==> config.mk <==
export PLATFORM = sky130hd
export DESIGN_NAME = upc_checkout_ctrl_flat
export DESIGN_NICKNAME = d
export VERILOG_FILES = /design/src/rtl/upc_checkout_ctrl_pkg.sv /design/src/rtl/upc_checkout_ctrl_if.sv /design/src/rtl/upc_checkout_ctrl_sat_counter.sv /design/src/rtl/upc_checkout_ctrl.sv /design/src/flat_wrapper.sv
export SDC_FILE = /design/constraint.sdc
export NUM_CORES = 1
export LEC_CHECK = 0
export BUFFER_PORTS_ARGS = -buffer_cell sky130_fd_sc_hd__buf_2
export CORE_MARGIN = 4
export CORE_UTILIZATION = 45
export CTS_CLUSTER_SIZE = 12
export DETAILED_ROUTE_END_ITERATION = 12
export GPL_TIMING_DRIVEN = 0
export MAX_ROUTING_LAYER = met4
export PLACE_DENSITY = 0.71
export SYNTH_ARGS = -nofsm -noshare
export SYNTH_HDL_FRONTEND = slang
export SYNTH_SLANG_ARGS = --single-unit
==> constraint.sdc <==
create_clock -name clk -period 1.6 [get_ports clk]
set_clock_uncertainty 0.05 [all_clocks]
set_input_delay 0.16 -clock clk [delete_from_list [all_inputs] [get_ports clk]]
set_output_delay 0.16 -clock clk [all_outputs]
set_load 0.01 [all_outputs]
==> src/rtl/upc_checkout_ctrl_pkg.sv <==
// rtl/upc_checkout_ctrl_pkg.sv - shared UPC classification masks and FSM state type
// Imported by the checkout controller and by the marker/display logic so both
// classify a UPC from the same mask constants.
package upc_pkg;

  // Controller states; the controller keeps its own legacy-width constants
  // derived from these values.
  typedef enum logic [1:0] {
    ST_IDLE  = 2'd0,
    ST_EVAL  = 2'd1,
    ST_ALARM = 2'd2
  } upc_state_e;

  // Bit n set: UPC n is sold at a discount.
  localparam logic [7:0] DISC_MASK = 8'b1010_0110;

  // Bit n set: UPC n is an expensive item that must carry a security mark.
  localparam logic [7:0] EXP_MASK  = 8'b1100_1000;

  function automatic logic upc_is_disc(input logic [2:0] upc);
    return DISC_MASK[upc];
  endfunction

  // An expensive item without its security mark is treated as stolen.
  function automatic logic upc_is_stolen(input logic [2:0] upc, input logic mark);
    return EXP_MASK[upc] & ~mark;
  endfunction

endpackage

==> src/rtl/upc_checkout_ctrl_if.sv <==
// rtl/upc_checkout_ctrl_if.sv - scanner handshake and result bus of the checkout controller
// master drives scans and operator controls; slave is the controller.
interface upc_checkout_ctrl_if #(
  parameter int COUNT_W = 8
);

  logic               scan_valid;
  logic               scan_ready;
  logic [2:0]         upc;
  logic               mark;
  logic               clear_alarm;
  logic               clear_cnt;
  logic [2:0]         last_upc;
  logic               last_disc;
  logic               alarm;
  logic               result_valid;
  logic [COUNT_W-1:0] item_cnt;
  logic [COUNT_W-1:0] disc_cnt;

  modport master (
    output scan_valid, upc, mark, clear_alarm, clear_cnt,
    input  scan_ready, last_upc, last_disc, alarm, result_valid, item_cnt, disc_cnt
  );

  modport slave (
    input  scan_valid, upc, mark, clear_alarm, clear_cnt,
    output scan_ready, last_upc, last_disc, alarm, result_valid, item_cnt, disc_cnt
  );

endinterface

==> src/rtl/upc_checkout_ctrl_sat_counter.sv <==
// rtl/upc_checkout_ctrl_sat_counter.sv - saturating up-counter with synchronous clear
// Clear has priority over increment; the count sticks at all-ones.
module upc_sat_counter #(
  parameter int W = 8
) (
  input  logic         clk,
  input  logic         reset,
  input  logic         i_inc,
  input  logic         i_clr,
  output logic [W-1:0] o_cnt
);

  logic [W-1:0] r_cnt;
  logic         w_full;

  assign w_full = &r_cnt;
  assign o_cnt  = r_cnt;

  // Count up on i_inc until all-ones; i_clr zeroes regardless of i_inc.
  always_ff @(posedge clk or posedge reset) begin
    if (reset) begin
      r_cnt <= '0;
    end else if (i_clr) begin
      r_cnt <= '0;
    end else if (i_inc && !w_full) begin
      r_cnt <= r_cnt + 1'b1;
    end
  end

endmodule

==> src/rtl/upc_checkout_ctrl.sv <==
// rtl/upc_checkout_ctrl.sv - scan/evaluate/alarm sequencer for the UPC checkout datapath
// Optional feature: define UPC_ALARM_TIMEOUT_EN to auto-clear the alarm after ALARM_CYCLES clocks.
module upc_checkout_ctrl
  import upc_pkg::*;
#(
  parameter int COUNT_W      = 8,
  parameter int ALARM_CYCLES = 16
) (
  input  logic                clk,
  input  logic                reset,
  upc_checkout_ctrl_if.slave  bus
);

  localparam logic [1:0] S_IDLE  = 2'(ST_IDLE);
  localparam logic [1:0] S_EVAL  = 2'(ST_EVAL);
  localparam logic [1:0] S_ALARM = 2'(ST_ALARM);

  logic [1:0]         r_state;
  logic [2:0]         r_upc;
  logic               r_mark;
  logic [2:0]         r_last_upc;
  logic               r_last_disc;
  logic               r_alarm;
  logic               r_result_valid;

  logic               w_idle;
  logic               w_eval;
  logic               w_in_alarm;
  logic               w_disc;
  logic               w_stolen;
  logic               w_inc_item;
  logic               w_inc_disc;
  logic               w_timeout;
  logic               w_alarm_exit;
  logic [COUNT_W-1:0] w_item_cnt;
  logic [COUNT_W-1:0] w_disc_cnt;

  assign w_idle     = (r_state == S_IDLE);
  assign w_eval     = (r_state == S_EVAL);
  assign w_in_alarm = (r_state == S_ALARM);

  // Classification always uses the latched item, never the live scanner inputs.
  assign w_disc     = upc_is_disc(r_upc);
  assign w_stolen   = upc_is_stolen(r_upc, r_mark);

  // Stolen items are never counted.
  assign w_inc_item = w_eval && !w_stolen;
  assign w_inc_disc = w_inc_item && w_disc;

`ifdef UPC_ALARM_TIMEOUT_EN
  localparam int         TW    = (ALARM_CYCLES > 1) ? $clog2(ALARM_CYCLES) : 1;
  localparam logic [TW-1:0] TLOAD = TW'(ALARM_CYCLES - 1);

  logic [TW-1:0] r_timer;

  // Load on the edge that enters ALARM, then count down to zero; the alarm
  // is released on the edge where the timer already reads zero.
  always_ff @(posedge clk or posedge reset) begin
    if (reset) begin
      r_timer <= '0;
    end else if (w_eval && w_stolen) begin
      r_timer <= TLOAD;
    end else if (w_in_alarm && (r_timer != '0)) begin
      r_timer <= r_timer - 1'b1;
    end
  end

  assign w_timeout = w_in_alarm && (r_timer == '0);
`else
  // No timer in this build: ALARM_CYCLES has no effect and this is constant 0.
  assign w_timeout = (ALARM_CYCLES < 0);
`endif

  assign w_alarm_exit = w_in_alarm && (bus.clear_alarm || w_timeout);

  // Main sequencer: accept in IDLE, classify in EVAL, hold in ALARM.
  always_ff @(posedge clk or posedge reset) begin
    if (reset) begin
      r_state     <= S_IDLE;
      r_upc       <= '0;
      r_mark      <= 1'b0;
      r_last_upc  <= '0;
      r_last_disc <= 1'b0;
      r_alarm     <= 1'b0;
    end else begin
      case (r_state)
        S_IDLE: begin
          if (bus.scan_valid) begin
            r_upc   <= bus.upc;
            r_mark  <= bus.mark;
            r_state <= S_EVAL;
          end
        end
        S_EVAL: begin
          r_last_upc  <= r_upc;
          r_last_disc <= w_disc;
          if (w_stolen) begin
            r_alarm <= 1'b1;
            r_state <= S_ALARM;
          end else begin
            r_state <= S_IDLE;
          end
        end
        S_ALARM: begin
          if (w_alarm_exit) begin
            r_alarm <= 1'b0;
            r_state <= S_IDLE;
          end
        end
        default: begin
          r_state <= S_IDLE;
        end
      endcase
    end
  end

  // One-cycle pulse in the cycle after EVAL, aligned with the last_* update.
  always_ff @(posedge clk or posedge reset) begin
    if (reset) begin
      r_result_valid <= 1'b0;
    end else begin
      r_result_valid <= w_eval;
    end
  end

  upc_sat_counter #(
    .W (COUNT_W)
  ) u_item_cnt (
    .clk   (clk),
    .reset (reset),
    .i_inc (w_inc_item),
    .i_clr (bus.clear_cnt),
    .o_cnt (w_item_cnt)
  );

  upc_sat_counter #(
    .W (COUNT_W)
  ) u_disc_cnt (
    .clk   (clk),
    .reset (reset),
    .i_inc (w_inc_disc),
    .i_clr (bus.clear_cnt),
    .o_cnt (w_disc_cnt)
  );

  assign bus.scan_ready   = w_idle;
  assign bus.last_upc     = r_last_upc;
  assign bus.last_disc    = r_last_disc;
  assign bus.alarm        = r_alarm;
  assign bus.result_valid = r_result_valid;
  assign bus.item_cnt     = w_item_cnt;
  assign bus.disc_cnt     = w_disc_cnt;

endmodule

==> src/flat_wrapper.sv <==
// flat-port wrapper written by rule: the top's interface ports become plain ports
module upc_checkout_ctrl_flat import upc_pkg::*;
#(
  parameter int COUNT_W      = 8,
  parameter int ALARM_CYCLES = 16
)
  (clk, reset, bus_scan_valid, bus_upc, bus_mark, bus_clear_alarm, bus_clear_cnt, bus_scan_ready, bus_last_upc, bus_last_disc, bus_alarm, bus_result_valid, bus_item_cnt, bus_disc_cnt);
  upc_checkout_ctrl_if #(.COUNT_W(COUNT_W)) bus_i ();
  input  logic clk;
  input  logic reset;
  input wire logic [$bits(bus_i.scan_valid)-1:0] bus_scan_valid;
  input wire logic [$bits(bus_i.upc)-1:0] bus_upc;
  input wire logic [$bits(bus_i.mark)-1:0] bus_mark;
  input wire logic [$bits(bus_i.clear_alarm)-1:0] bus_clear_alarm;
  input wire logic [$bits(bus_i.clear_cnt)-1:0] bus_clear_cnt;
  output wire logic [$bits(bus_i.scan_ready)-1:0] bus_scan_ready;
  output wire logic [$bits(bus_i.last_upc)-1:0] bus_last_upc;
  output wire logic [$bits(bus_i.last_disc)-1:0] bus_last_disc;
  output wire logic [$bits(bus_i.alarm)-1:0] bus_alarm;
  output wire logic [$bits(bus_i.result_valid)-1:0] bus_result_valid;
  output wire logic [$bits(bus_i.item_cnt)-1:0] bus_item_cnt;
  output wire logic [$bits(bus_i.disc_cnt)-1:0] bus_disc_cnt;
  assign bus_i.scan_valid = bus_scan_valid;
  assign bus_i.upc = bus_upc;
  assign bus_i.mark = bus_mark;
  assign bus_i.clear_alarm = bus_clear_alarm;
  assign bus_i.clear_cnt = bus_clear_cnt;
  assign bus_scan_ready = bus_i.scan_ready;
  assign bus_last_upc = bus_i.last_upc;
  assign bus_last_disc = bus_i.last_disc;
  assign bus_alarm = bus_i.alarm;
  assign bus_result_valid = bus_i.result_valid;
  assign bus_item_cnt = bus_i.item_cnt;
  assign bus_disc_cnt = bus_i.disc_cnt;
  upc_checkout_ctrl #(.COUNT_W(COUNT_W), .ALARM_CYCLES(ALARM_CYCLES)) u_core (.clk(clk), .reset(reset), .bus(bus_i));
endmodule
== Yosys cells after proc, flatten, opt, wreduce, memory -nomap -nowiden ==
Memories as Yosys holds them, arrays and structs flattened.
Cells that the tools add are included.
Storage, ports and cells
  register bits: 28
  output and inout bits: 23
  bits of input ports: 9
  memory bits (read-only): 16
  word-level logic and storage cells: 51
  memories: 2
Memories
  (no name shown): words 8, width 1, read ports 1, clocked after Yosys merged registers in 0, wr ports 0, RTL line upc_checkout_ctrl_pkg.sv:21  | return DISC_MASK[upc];
  (no name shown): words 8, width 1, read ports 1, clocked after Yosys merged registers in 0, wr ports 0, RTL line upc_checkout_ctrl_pkg.sv:26  | return EXP_MASK[upc] & ~mark;
Operators by class
  muxes and demuxes: 13
  $add $sub $neg: 2
  $lt $le $gt $ge: 1
  reduce and logical (&&, ||, !) cells: 17
  bitwise gates (word level): 2
  equality and inequality tests: 5
Operators with widths (number)
  2-to-1 mux 8 bit: 4
  adder 8 x 1 -> 8 bit (second input constant): 2
  AND reduction 8 bit: 2
  2-to-1 mux 2 bit: 3
  inequality test 2 bit (second input constant): 3
  one-hot mux 2 bit (3 select lines): 1
  nonzero test 2 bit: 3
  logical AND 1 bit: 5
  less-than comparator 3 x 4 -> 1 bit (second input constant): 1
  2-to-1 mux 1 bit: 4
  AND reduction 2 bit: 2
  logical NOT 1 bit: 3
  AND reduction 3 bit: 1
  equality test 2 x 1 -> 1 bit (second input constant): 1
  equality test 2 bit (second input constant): 1
  logical NOT 2 bit: 1
  one-hot mux 1 bit (2 select lines): 1
  AND 1 bit: 1
  NOT 1 bit: 1

== Depth between registers and ports, before layout ==
Gate-level depths: netlist of run 1.
  depth after elaboration: 9
  gate-level depth with buffers: 7
  gate-level depth less buffers: 5

== Cells and area by module ==
Synthesis of run 1 repeated with hierarchy kept, for this count alone.
Second synthesis, totals
  cell total of the unflattened synthesis: 133
  area, all modules: 1406.3 µm²
Modules (own cells, without submodules)
  upc_sat_counter: cells each 44, instances 2, sequential area each 200.2 µm², area an instance 437.9 µm²
  upc_checkout_ctrl: cells each 45, instances 1, sequential area each 300.3 µm², area an instance 530.5 µm²

== Worst setup path after synthesis of run 1 ==
Ideal clock, no wire load.
  path kind: register -> register
  start: register u_core.r_upc[0]
  end: register u_core.u_disc_cnt.r_cnt[5] (netlist: u_core.u_disc_cnt.o_cnt[5])
  setup slack: -220 ps
  arrival: 1645 ps
  stages on the path, launching flop included: 7
  clock period less this slack: 1820 ps
  library setup time: 125 ps
  cells stage by stage: dfrtp_1 ha_1 mux2i_1 o21ai_2 buf_6 nor4_1 mux2_2
On the way
  word-level cells in the longest chain between the ends: 8
  elaborated cells on any way between the ends: 10
  those cells by class: mux: 2; bitwise: 1; reduce/logical: 5; memory: 2
Ends and longest elaborated chain
  start, declared: RTL line upc_checkout_ctrl.sv:19  | logic [2:0] r_upc;
  start signal, assigned: RTL line upc_checkout_ctrl.sv:89  | r_upc <= bus.upc;
  memory read (8 x 1 bit)
  2-to-1 mux 1 bit (not written as such): RTL line upc_checkout_ctrl_pkg.sv:26
  AND 1 bit: RTL line upc_checkout_ctrl_pkg.sv:26
  logical NOT 1 bit: RTL line upc_checkout_ctrl.sv:47  | assign w_inc_item = w_eval && !w_stolen;
  logical AND 1 bit: RTL line upc_checkout_ctrl.sv:47
  logical AND 1 bit *: RTL line upc_checkout_ctrl.sv:48  | assign w_inc_disc = w_inc_item && w_disc;
  logical AND 1 bit *: RTL line upc_checkout_ctrl_sat_counter.sv:25  | end else if (i_inc && !w_full) begin
  nonzero test 2 bit (no line) *
  end signal, assigned: RTL line upc_checkout_ctrl_sat_counter.sv:26  | r_cnt <= r_cnt + 1'b1;
  end, declared: RTL line upc_checkout_ctrl_sat_counter.sv:13  | logic [W-1:0] r_cnt;
Mark *: on every way between the ends. The rest lies on a longest branch, timed or not. The select of a mux whose other input is x is not followed.
A chain may end at the register's enable or synchronous reset.

== Final worst setup path of run 1 ==
  start: register u_core.r_upc[1]
  end: register u_core.u_disc_cnt.r_cnt[6] (netlist: u_core.u_disc_cnt.o_cnt[6])
Same word-level chain as after synthesis.

==> flow_metrics.py, run 1 <==
metrics = {
    "outcome": {
        "status": "finished, violations left",
        "violations": "negative setup slack",
    },
    "clock_tree": {
        "cts.sinks": 28,
        "cts_root_buf": "clkbuf_4",
        "cts_tree": "built",
        "path_clk_slew_ns": 0.15,
        "htreeDepth": 1,
        "cts_made_buffers": 3,
        "clkLatencyLatePin_ns": 0.33,
        "clk_path_buf_depth": 2,
    },
    "timing": {
        "fin_crit_ns": 1.814,
        "slew_headroom_pct": 30.45,
        "finalMaxSlewViolations": 0,
        "fmax_mhz": 551.4,
        "worst_pin_slew_ns": 1.042,
        "setup_slack_ns": -0.2137,
        "rsz0062_at_grt": "yes",
        "period_share_pct": 113.4,
        "hold_viol": 0,
        "setup_violations": 15,
        "setup_tns_ns": -2.146,
    },
    "logic_synthesis": {
        "synth_edf_count": 0,
        "async_flop_share_pct": 100.0,
        "avgSynthCellArea_um2": 9.803,
        "yosysMostFrequentCell": "dfrtp_1",
        "synth.area.top_cells": "dfrtp_1 49%, nand2_1 4.8%, mux2_2 4.8%",
        "syn_nets": 157,
        "yosysSeqAreaShare_pct": 49.30,
        "ys_ff_latch": 28,
        "synth-main-ff-cell": "dfrtp_1",
        "synth_area_um2": 1421,
        "yosys_warnings": 0,
        "synth_top_area_share_pct": 49.30,
        "ys_top_cells_by_count": "28 x dfrtp_1, 18 x nand2_1, 12 x a21oi_1",
        "synth_cell_types": 28,
        "yosysTopAreaCell": "dfrtp_1",
        "synth_cells": 145,
    },
    "setup_path": {
        "startpoint_type": "register",
        "worstSetupPathType": "reg2reg",
        "cp.required_ns": 1.78,
        "end_kind": "register",
        "critPathLaunch": "u_core.r_upc[1]",
        "r2r-end": "u_core.u_disc_cnt.o_cnt[6]",
        "rrSetupSlack_ns": -0.21,
        "critPathCapture": "u_core.u_disc_cnt.o_cnt[6]",
        "critPathArrivalTime_ns": 2.00,
        "regToRegStartpoint": "u_core.r_upc[1]",
        "worst-path-max-fanout": 4,
        "reg2reg_depth": 6,
    },
    "drt": {
        "route.met2.wl_um": 1760,
        "met3_length_um": 115,
        "drc": 0,
        "wl_met1_um": 1362,
        "totalWireLength_um": 3293,
        "wire_per_inst_um": 13.72,
        "drt-vias-per-instance": 5.346,
        "drt_iter0_drc": 21,
        "routed.top_layer": "met4",
        "detail-route-antenna-nets": 0,
        "num_vias": 1283,
        "first_pass_iters": 4,
    },
    "die": {
        "initial_core_util_pct": 46.94,
        "ios": 32,
        "chipWidth_um": 64.20,
        "core_area_um2": 3028,
        "die_y_um": 64.20,
        "num_rows": 20,
        "die-area_um2": 4122,
    },
    "placed_design": {
        "pre_cts_ws_ns": -0.3874,
        "placedInstanceArea_um2": 1663,
        "dpl.hpwl_um": 2214,
        "gp_congestion": 0.8114,
        "port_buffers": 31,
    },
    "global_routing": {
        "gr-total-overflow": 0,
        "grt_max_degree": 29,
        "grtUsageTotal_pct": 16.98,
        "grt_pass1_wl_um": 5430,
        "grt_pass1_vias": 1219,
        "grt_antenna_before_repair": 0,
    },
    "power": {
        "p_per_area_nw_per_um2": 1527,
        "leakagePower_nw": 0.8749,
        "max-vdd-ir-drop_mv": 0.8838,
    },
    "layout": {
        "fin_nets": 209,
        "drive_gt1_share_pct": 42.86,
        "areaGrowthSynthToFinish_pct": 39.70,
        "num_antenna_cells": 0,
        "fin_area_um2": 1986,
    },
    "worst_hold_path": {
        "hp-class": "in2async",
    },
    "run": {
        "cap_violations": 0,
    },
}
-- what timing repair did --
action	in CTS	in global routing
hold buffers	4	0
gates resized for setup	20	11
setup endpoints to repair	16	19
buffers inserted	11	2
pin swaps	10	8
hold endpoints to repair	4	0
-- area by class of cell --
cell class                      instances  area (µm²)
Fill cell                             255        1042
Multi-Input combinational cell        104       809.5
Sequential cell                        28       704.4
Timing Repair Buffer                   48       312.8
Tap cell                               44       55.05
Buffer                                  5       41.29
Clock buffer                            4       36.28
Inverter                                7       26.28
-- metal layers --
metal	vias to the layer above	global-route usage, %
met5	-	-
met4	0	5.277
met3	7	3.163
met2	25	31.23
met1	632	18.39
li1	619	-
-- cells in the final DEF (no fill, tap or decap), types with 3 or more instances in the layout --
| cell | instances |
|---|---|
| nor2b_1 | 3 |
| inv_1 | 6 |
| nand3_1 | 8 |
| dlygate4sd3_1 | 4 |
| nor2_1 | 5 |
| o31ai_1 | 3 |
| a21oi_2 | 3 |
| buf_2 | 31 |
| nand2_1 | 18 |
| clkbuf_4 | 3 |
| nand2b_1 | 4 |
| buf_6 | 5 |
| buf_4 | 10 |
| o21ai_0 | 8 |
| mux2_2 | 4 |
| or3_1 | 3 |
| or4_1 | 5 |
| dfrtp_2 | 3 |
| a21oi_1 | 9 |
| o31ai_2 | 4 |
| dfrtp_1 | 25 |
-- flip-flops by register name, summed over array words and instances (netlist names) --
| name | count |
|---|---|
| u_core.r_mark | 1 |
| u_core.bus.last_disc | 1 |
| u_core.r_upc | 3 |
| u_core.bus.alarm | 1 |
| u_core.bus.last_upc | 3 |
| u_core.u_item_cnt.o_cnt | 8 |
| u_core.bus.result_valid | 1 |
| u_core.r_state | 2 |
| u_core.u_disc_cnt.o_cnt | 8 |
-- report_power, final --
group          internal (W)  switching, W
combinational      0.000877      0.000762
clock              0.000139      0.000205
sequential         0.000880      0.000169
-- through the flow --
stage / cells / power [W] / hold WS [ns] / utilization [%]
detailed placement: 220 / 0.002037 / 0.3266 / 54.92
floorplan: 145 / 0.001739 / 0.1754 / -
CTS: 239 / 0.002945 / 0.04574 / 63.72
global placement: 220 / 0.001992 / 0.3144 / 54.92
global route: 240 / 0.003222 / 0.04431 / 65.58
finish: 240 / 0.003032 / 0.006889 / 65.58
-- critical path, stage by stage (launching register included) --
cell and delay, ns:
dfrtp_2 0.46, ha_4 0.17, mux2i_4 0.18, o21ai_4 0.09, buf_6 0.15, nor4_4 0.29, mux2_4 0.33
-- worst min-delay path by stage --
stage                     slack [ns]                    endpoint
after floorplan                 0.18            u_core.bus.alarm
after global placement          0.31               u_core.r_mark
after CTS                       0.05  u_core.u_item_cnt.o_cnt[7]
after global routing            0.04           u_core.r_state[1]
after detailed placement        0.33               u_core.r_mark
final                          0.007  u_core.u_item_cnt.o_cnt[0]
-- logic make-up after synthesis --
kind of cell | synth area share, %
multiplexers | 7.570
AO/OA/AOI/OAI | 13.82
adder cells (fa/ha/maj) | 2.641
flip-flops | 49.30
buffers and inverters | 4.577
AND/OR/NAND/NOR | 22.09
No activity file was read; power rests on OpenSTA's default activity.
==> inputs of run 2 (changes only) <==
Settings changed: PLACE_DENSITY 0.71 to 0.68, RECOVER_POWER from default to 25, REMOVE_ABC_BUFFERS from default to 1.
Clock period 1.6 ns to 2.15 ns, I/O delays scaled along.
==> flow_metrics.py, run 2 (same netlist as run 1, synthesis figures left out) <==
metrics = {
    "outcome": {
        "status": "finished, final reports clean",
    },
    "placed_design": {
        "placedInstanceArea_um2": 1593,
        "port_buffers": 31,
        "gp_congestion": 0.8166,
        "place_inst": 214,
        "dpl.hpwl_um": 2118,
        "pre_cts_ws_ns": 0.07985,
    },
    "clock_tree": {
        "cts_made_buffers": 3,
        "cts_root_buf": "clkbuf_4",
        "cts_tree": "built",
        "cts.sinks": 28,
        "cts_resized": 0,
        "postCtsHoldBufs": 0,
        "clk_path_buf_depth": 2,
        "clkLatencyLatePin_ns": 0.32,
        "post-cts-setup-buffers": 0,
        "htreeDepth": 1,
        "path_clk_slew_ns": 0.14,
    },
    "power": {
        "sw_frac_of_total_pct": 36.57,
        "power_frac_clock_pct": 19.4,
        "max-vdd-ir-drop_mv": 0.5724,
        "p_int_w": 0.001087,
        "sequentialPowerShare_pct": 44.7,
        "leakagePower_nw": 0.7599,
        "p_comb_share_pct": 35.9,
        "p_per_area_nw_per_um2": 1033,
        "power.switching_w": 0.0006267,
    },
    "setup_path": {
        "reg2reg_depth": 5,
        "startpoint_type": "register",
        "r2r-end": "u_core.u_disc_cnt.o_cnt[5]",
        "critPathArrivalTime_ns": 2.21,
        "end_kind": "register",
        "worst-path-max-fanout": 27,
        "worstSetupPathType": "reg2reg",
        "regToRegStartpoint": "u_core.r_upc[0]",
        "critPathLaunch": "u_core.r_upc[0]",
        "cp.required_ns": 2.32,
        "critPathCapture": "u_core.u_disc_cnt.o_cnt[5]",
        "rrSetupSlack_ns": 0.12,
    },
    "drt": {
        "wire_per_inst_um": 12.95,
        "first_pass_iters": 4,
        "totalWireLength_um": 2824,
        "detail-route-antenna-nets": 0,
        "drc": 0,
        "num_vias": 1146,
        "drt-vias-per-instance": 5.257,
        "drt_iter0_drc": 53,
    },
    "timing": {
        "setup_tns_ns": 0,
        "slew_headroom_pct": 32.64,
        "finalMaxSlewViolations": 0,
        "fin_crit_ns": 2.034,
        "worst_pin_slew_ns": 1.009,
        "rsz0062_at_grt": "no",
        "fmax_mhz": 491.6,
        "period_share_pct": 94.62,
        "setup_slack_ns": 0.1157,
        "setup_violations": 0,
        "holdWs_ns": 0.05225,
        "hold_viol": 0,
    },
    "global_routing": {
        "grt_pass1_wl_um": 4899,
        "gr-total-overflow": 0,
        "grt_antenna_before_repair": 0,
        "grtUsageTotal_pct": 15.19,
        "grt_max_degree": 29,
        "grt_pass1_vias": 1168,
    },
    "layout": {
        "layoutNonFillerInstCount": 218,
        "layout_common_cells": "31 x buf_2, 28 x dfrtp_1, 18 x nand2_1",
        "areaGrowthSynthToFinish_pct": 16.73,
        "num_antenna_cells": 0,
        "final_common_cell": "buf_2",
        "fin_area_um2": 1659,
        "fin_nets": 187,
        "drive_gt1_share_pct": 25.86,
        "n_fill_cell": 300,
    },
    "die": {
        "initial_core_util_pct": 46.94,
        "die_y_um": 64.20,
        "die-area_um2": 4122,
        "core_area_um2": 3028,
        "num_rows": 20,
        "ios": 32,
        "chipWidth_um": 64.20,
    },
    "run": {
        "cap_violations": 0,
    },
    "worst_hold_path": {
        "hp-class": "in2reg",
    },
}
## run 2: area by class of cell
cell class / count / area, µm² / area share [%]
flip-flops and latches: 28 / 700.7 / 42.23
well taps: 44 / 55.05 / 3.318
repair buffers: 31 / 155.1 / 9.351
clock inverters: 1 / 30.03 / 1.810
inverters: 7 / 26.28 / 1.584
multi-input cells: 104 / 669.4 / 40.35
clock buffers: 3 / 22.52 / 1.357
## run 2: critical path, stage by stage, from the launching register on
cell and delay, ns:
dfrtp_1 0.44, ha_1 0.20, mux2i_1 0.26, o21ai_4 0.22, nor4_1 0.39, mux2_2 0.37
## run 2: how the worst min path moves through the flow
stage	startpoint	end	slack [ns]	cells past startpoint
global placement	bus_mark	u_core.r_mark	0.37	3
detailed placement	bus_mark	u_core.r_mark	0.38	3
floorplan	reset	u_core.bus.alarm	0.23	1
finish	bus_mark	u_core.r_mark	0.05	3
CTS	bus_mark	u_core.r_mark	0.05	3
global route	bus_upc[0]	u_core.r_upc[0]	0.03	2
## run 2: per-layer routing
| metal | GRT usage [%] | vias to the layer above | routed length, µm |
|---|---|---|---|
| met5 | - | - | 0 |
| met2 | 27.35 | 16 | 1503 |
| li1 | - | 575 | - |
| met3 | 2.988 | 2 | 91 |
| met4 | 4.485 | 0 | 14 |
| met1 | 16.97 | 553 | 1214 |
## run 2: power by group through the flow
stage / clock network [W] / logic (W) / registers, W
after floorplan: 0 / 0.000390 / 0.000786
after global placement: 0 / 0.000581 / 0.000766
after detailed placement: 0 / 0.000606 / 0.000773
after CTS: 0.000342 / 0.000609 / 0.000763
after global routing: 0.000369 / 0.000685 / 0.000788
final: 0.000333 / 0.000615 / 0.000765
## run 2: stage by stage
stage | power (W) | util (%)
after CTS | 0.001714 | 54.34
after floorplan | 0.001176 | -
final | 0.001714 | 54.79
after detailed placement | 0.001379 | 52.60
after global routing | 0.001842 | 54.79
after global placement | 0.001347 | 52.60
==> inputs of run 3 (changes only) <==
Settings changed: ABC_AREA from default to 1.
==> flow_metrics.py, run 3 <==
metrics = {
    "placed_design": {
        "dpl.hpwl_um": 2214,
        "port_buffers": 31,
        "gp_congestion": 0.8326,
        "placedInstanceArea_um2": 1732,
    },
    "global_routing": {
        "grt_pass1_wl_um": 5506,
        "gr-total-overflow": 0,
        "grtUsageTotal_pct": 16.48,
        "grt_max_degree": 29,
        "grt_antenna_before_repair": 0,
        "grt_pass1_vias": 1211,
    },
    "drt": {
        "detail-route-antenna-nets": 0,
        "wire_per_inst_um": 10.96,
        "drt_iter0_drc": 116,
        "first_pass_iters": 4,
        "route.met2.wl_um": 1375,
        "routed.top_layer": "met4",
        "totalWireLength_um": 3103,
        "drc": 0,
        "wl_met1_um": 1528,
        "met3_length_um": 182,
        "drt-vias-per-instance": 4.830,
        "num_vias": 1367,
    },
    "die": {
        "die-area_um2": 4410,
        "core_area_um2": 3153,
        "ios": 32,
        "die_y_um": 66.41,
        "num_rows": 20,
        "chipWidth_um": 66.41,
        "initial_core_util_pct": 48.69,
    },
    "clock_tree": {
        "clk_path_buf_depth": 2,
        "cts_made_buffers": 3,
        "path_clk_slew_ns": 0.15,
        "clkLatencyLatePin_ns": 0.33,
        "cts_root_buf": "clkbuf_4",
        "cts.sinks": 28,
        "htreeDepth": 1,
        "cts_tree": "built",
        "postCtsHoldBufs": 0,
        "post-cts-setup-buffers": 0,
        "cts_resized": 0,
    },
    "run": {
        "cap_violations": 0,
    },
    "layout": {
        "fin_nets": 252,
        "num_antenna_cells": 0,
        "fin_area_um2": 1760,
        "n_fill_cell": 311,
        "final_common_cell": "nand2_1",
        "layout_common_cells": "76 x nand2_1, 31 x buf_2, 28 x dfrtp_1",
        "areaGrowthSynthToFinish_pct": 14.67,
        "drive_gt1_share_pct": 18.83,
    },
    "logic_synthesis": {
        "yosysMostFrequentCell": "nand2_1",
        "yosys_warnings": 0,
        "async_flop_share_pct": 100.0,
        "synth-main-ff-cell": "dfrtp_1",
        "synth.area.top_cells": "dfrtp_1 46%, nand2_1 19%, nand3_1 8.1%",
        "yosysSeqAreaShare_pct": 45.64,
        "synth_area_um2": 1535,
        "ys_ff_latch": 28,
        "avgSynthCellArea_um2": 7.417,
        "synth_cells": 207,
        "ys_top_cells_by_count": "76 x nand2_1, 28 x dfrtp_1, 26 x nor2_1",
        "synth_edf_count": 0,
        "yosysTopAreaCell": "dfrtp_1",
        "synth_top_area_share_pct": 45.64,
        "synth_cell_types": 23,
    },
    "power": {
        "leakagePower_nw": 0.9112,
        "p_comb_share_pct": 38.0,
        "max-vdd-ir-drop_mv": 0.4482,
        "p_int_w": 0.0009825,
        "p_per_area_nw_per_um2": 942.9,
        "power.switching_w": 0.0006775,
        "sw_frac_of_total_pct": 40.81,
        "sequentialPowerShare_pct": 46.2,
        "total_power_w": 0.001660,
        "power_frac_clock_pct": 15.8,
    },
    "timing": {
        "slew_headroom_pct": 30.63,
        "finalMaxSlewViolations": 0,
        "setup_tns_ns": 0,
        "worst_pin_slew_ns": 1.039,
        "fin_crit_ns": 1.629,
        "hold_viol": 0,
        "rsz0062_at_grt": "no",
        "setup_violations": 0,
        "fmax_mhz": 613.7,
        "period_share_pct": 75.79,
    },
    "worst_hold_path": {
        "min_from": "bus_clear_alarm",
        "min_to": "u_core.r_state[1]",
        "hp-class": "in2reg",
        "hold_depth": 2,
    },
    "setup_path": {
        "critPathArrivalTime_ns": 1.81,
        "worstSetupPathType": "reg2reg",
        "end_kind": "register",
        "rrSetupSlack_ns": 0.52,
        "cp.required_ns": 2.33,
        "r2r-end": "u_core.u_disc_cnt.o_cnt[6]",
        "reg2reg_depth": 8,
        "worst-path-max-fanout": 9,
        "regToRegStartpoint": "u_core.u_disc_cnt.o_cnt[0]",
        "startpoint_type": "register",
    },
    "outcome": {
        "status": "finished, final reports clean",
    },
}
[run 3: cell count changes after synthesis, sizes merged, moves of 6 or more]
| cell | before | now |
|---|---|---|
| nor2 | 8 | 29 |
| or4 | 7 | 0 |
| o31ai | 7 | 0 |
| nand2 | 18 | 79 |
| mux2 | 6 | 0 |
| a21oi | 12 | 0 |
| inv | 7 | 16 |
| nand3 | 8 | 27 |
[run 3: logic make-up after synthesis]
kind of cell,count (synthesis),share of synthesized area [%]
AND/OR/NAND/NOR,139,40.10
flip-flops,28,45.64
buffers and inverters,21,5.298
AO/OA/AOI/OAI,14,5.379
adder cells (fa/ha/maj),3,2.445
XOR/XNOR,2,1.141
[run 3: per-stage QoR]
stage / utilization [%] / setup WS, ns / instances / hold WS, ns
2_1_floorplan: - / 0.6824 / 204 / 0.2304
3_3_place_gp: 54.92 / 0.4448 / 279 / 0.3719
3_5_place_dp: 54.92 / 0.4004 / 279 / 0.3768
4_1_cts: 56.07 / 0.4970 / 283 / 0.01086
5_1_grt: 55.83 / 0.3395 / 283 / 0.0001577
6_report: 55.83 / 0.5206 / 283 / 0.01542
[run 3: power by group through the flow]
stage,sequential [W],clock (W),combinational (W)
final,0.000768,0.000262,0.000630
after global routing,0.000794,0.000303,0.000735
after CTS,0.000773,0.000271,0.000651
after detailed placement,0.000785,0,0.000650
after global placement,0.000779,0,0.000639
after floorplan,0.000811,0,0.000405
[run 3: how the worst max path moves through the flow]
stage                     cells past startpoint                         end                  startpoint  slack, ns
after floorplan                               8  u_core.u_disc_cnt.o_cnt[7]  u_core.u_disc_cnt.o_cnt[0]       0.68
after global placement                        5  u_core.u_item_cnt.o_cnt[5]               bus_clear_cnt       0.44
after detailed placement                      5  u_core.u_item_cnt.o_cnt[4]               bus_clear_cnt       0.40
after CTS                                     8  u_core.u_item_cnt.o_cnt[6]  u_core.u_item_cnt.o_cnt[0]       0.50
after global routing                          8  u_core.u_item_cnt.o_cnt[6]  u_core.u_item_cnt.o_cnt[0]       0.34
final                                         8  u_core.u_disc_cnt.o_cnt[6]  u_core.u_disc_cnt.o_cnt[0]       0.52
[run 3: final cells by class]
| type | instances | area [µm²] | share of cell area (%) |
|---|---|---|---|
| Sequential cell | 28 | 700.7 | 39.80 |
| Multi-Input combinational cell | 158 | 745.7 | 42.36 |
| Inverter | 18 | 67.56 | 3.838 |
| Tap cell | 44 | 55.05 | 3.127 |
| Timing Repair Buffer | 31 | 155.1 | 8.813 |
| Clock buffer | 4 | 36.28 | 2.061 |
[run 3: worst max-delay path: stages (launching register included)]
cell and delay, ns:
dfrtp_1 0.47, ha_1 0.22, nand2_1 0.11, nor2_2 0.16, nand2_1 0.11, nand3_4 0.16
nand2_4 0.10, nand2_1 0.08, nand2_1 0.05
[run 3: routing by layer]
layer  global-route usage, %  up-vias
met5                       -        -
met4                   2.284        0
met3                   4.082        2
met2                   25.65       30
met1                   22.35      611
li1                        -      724
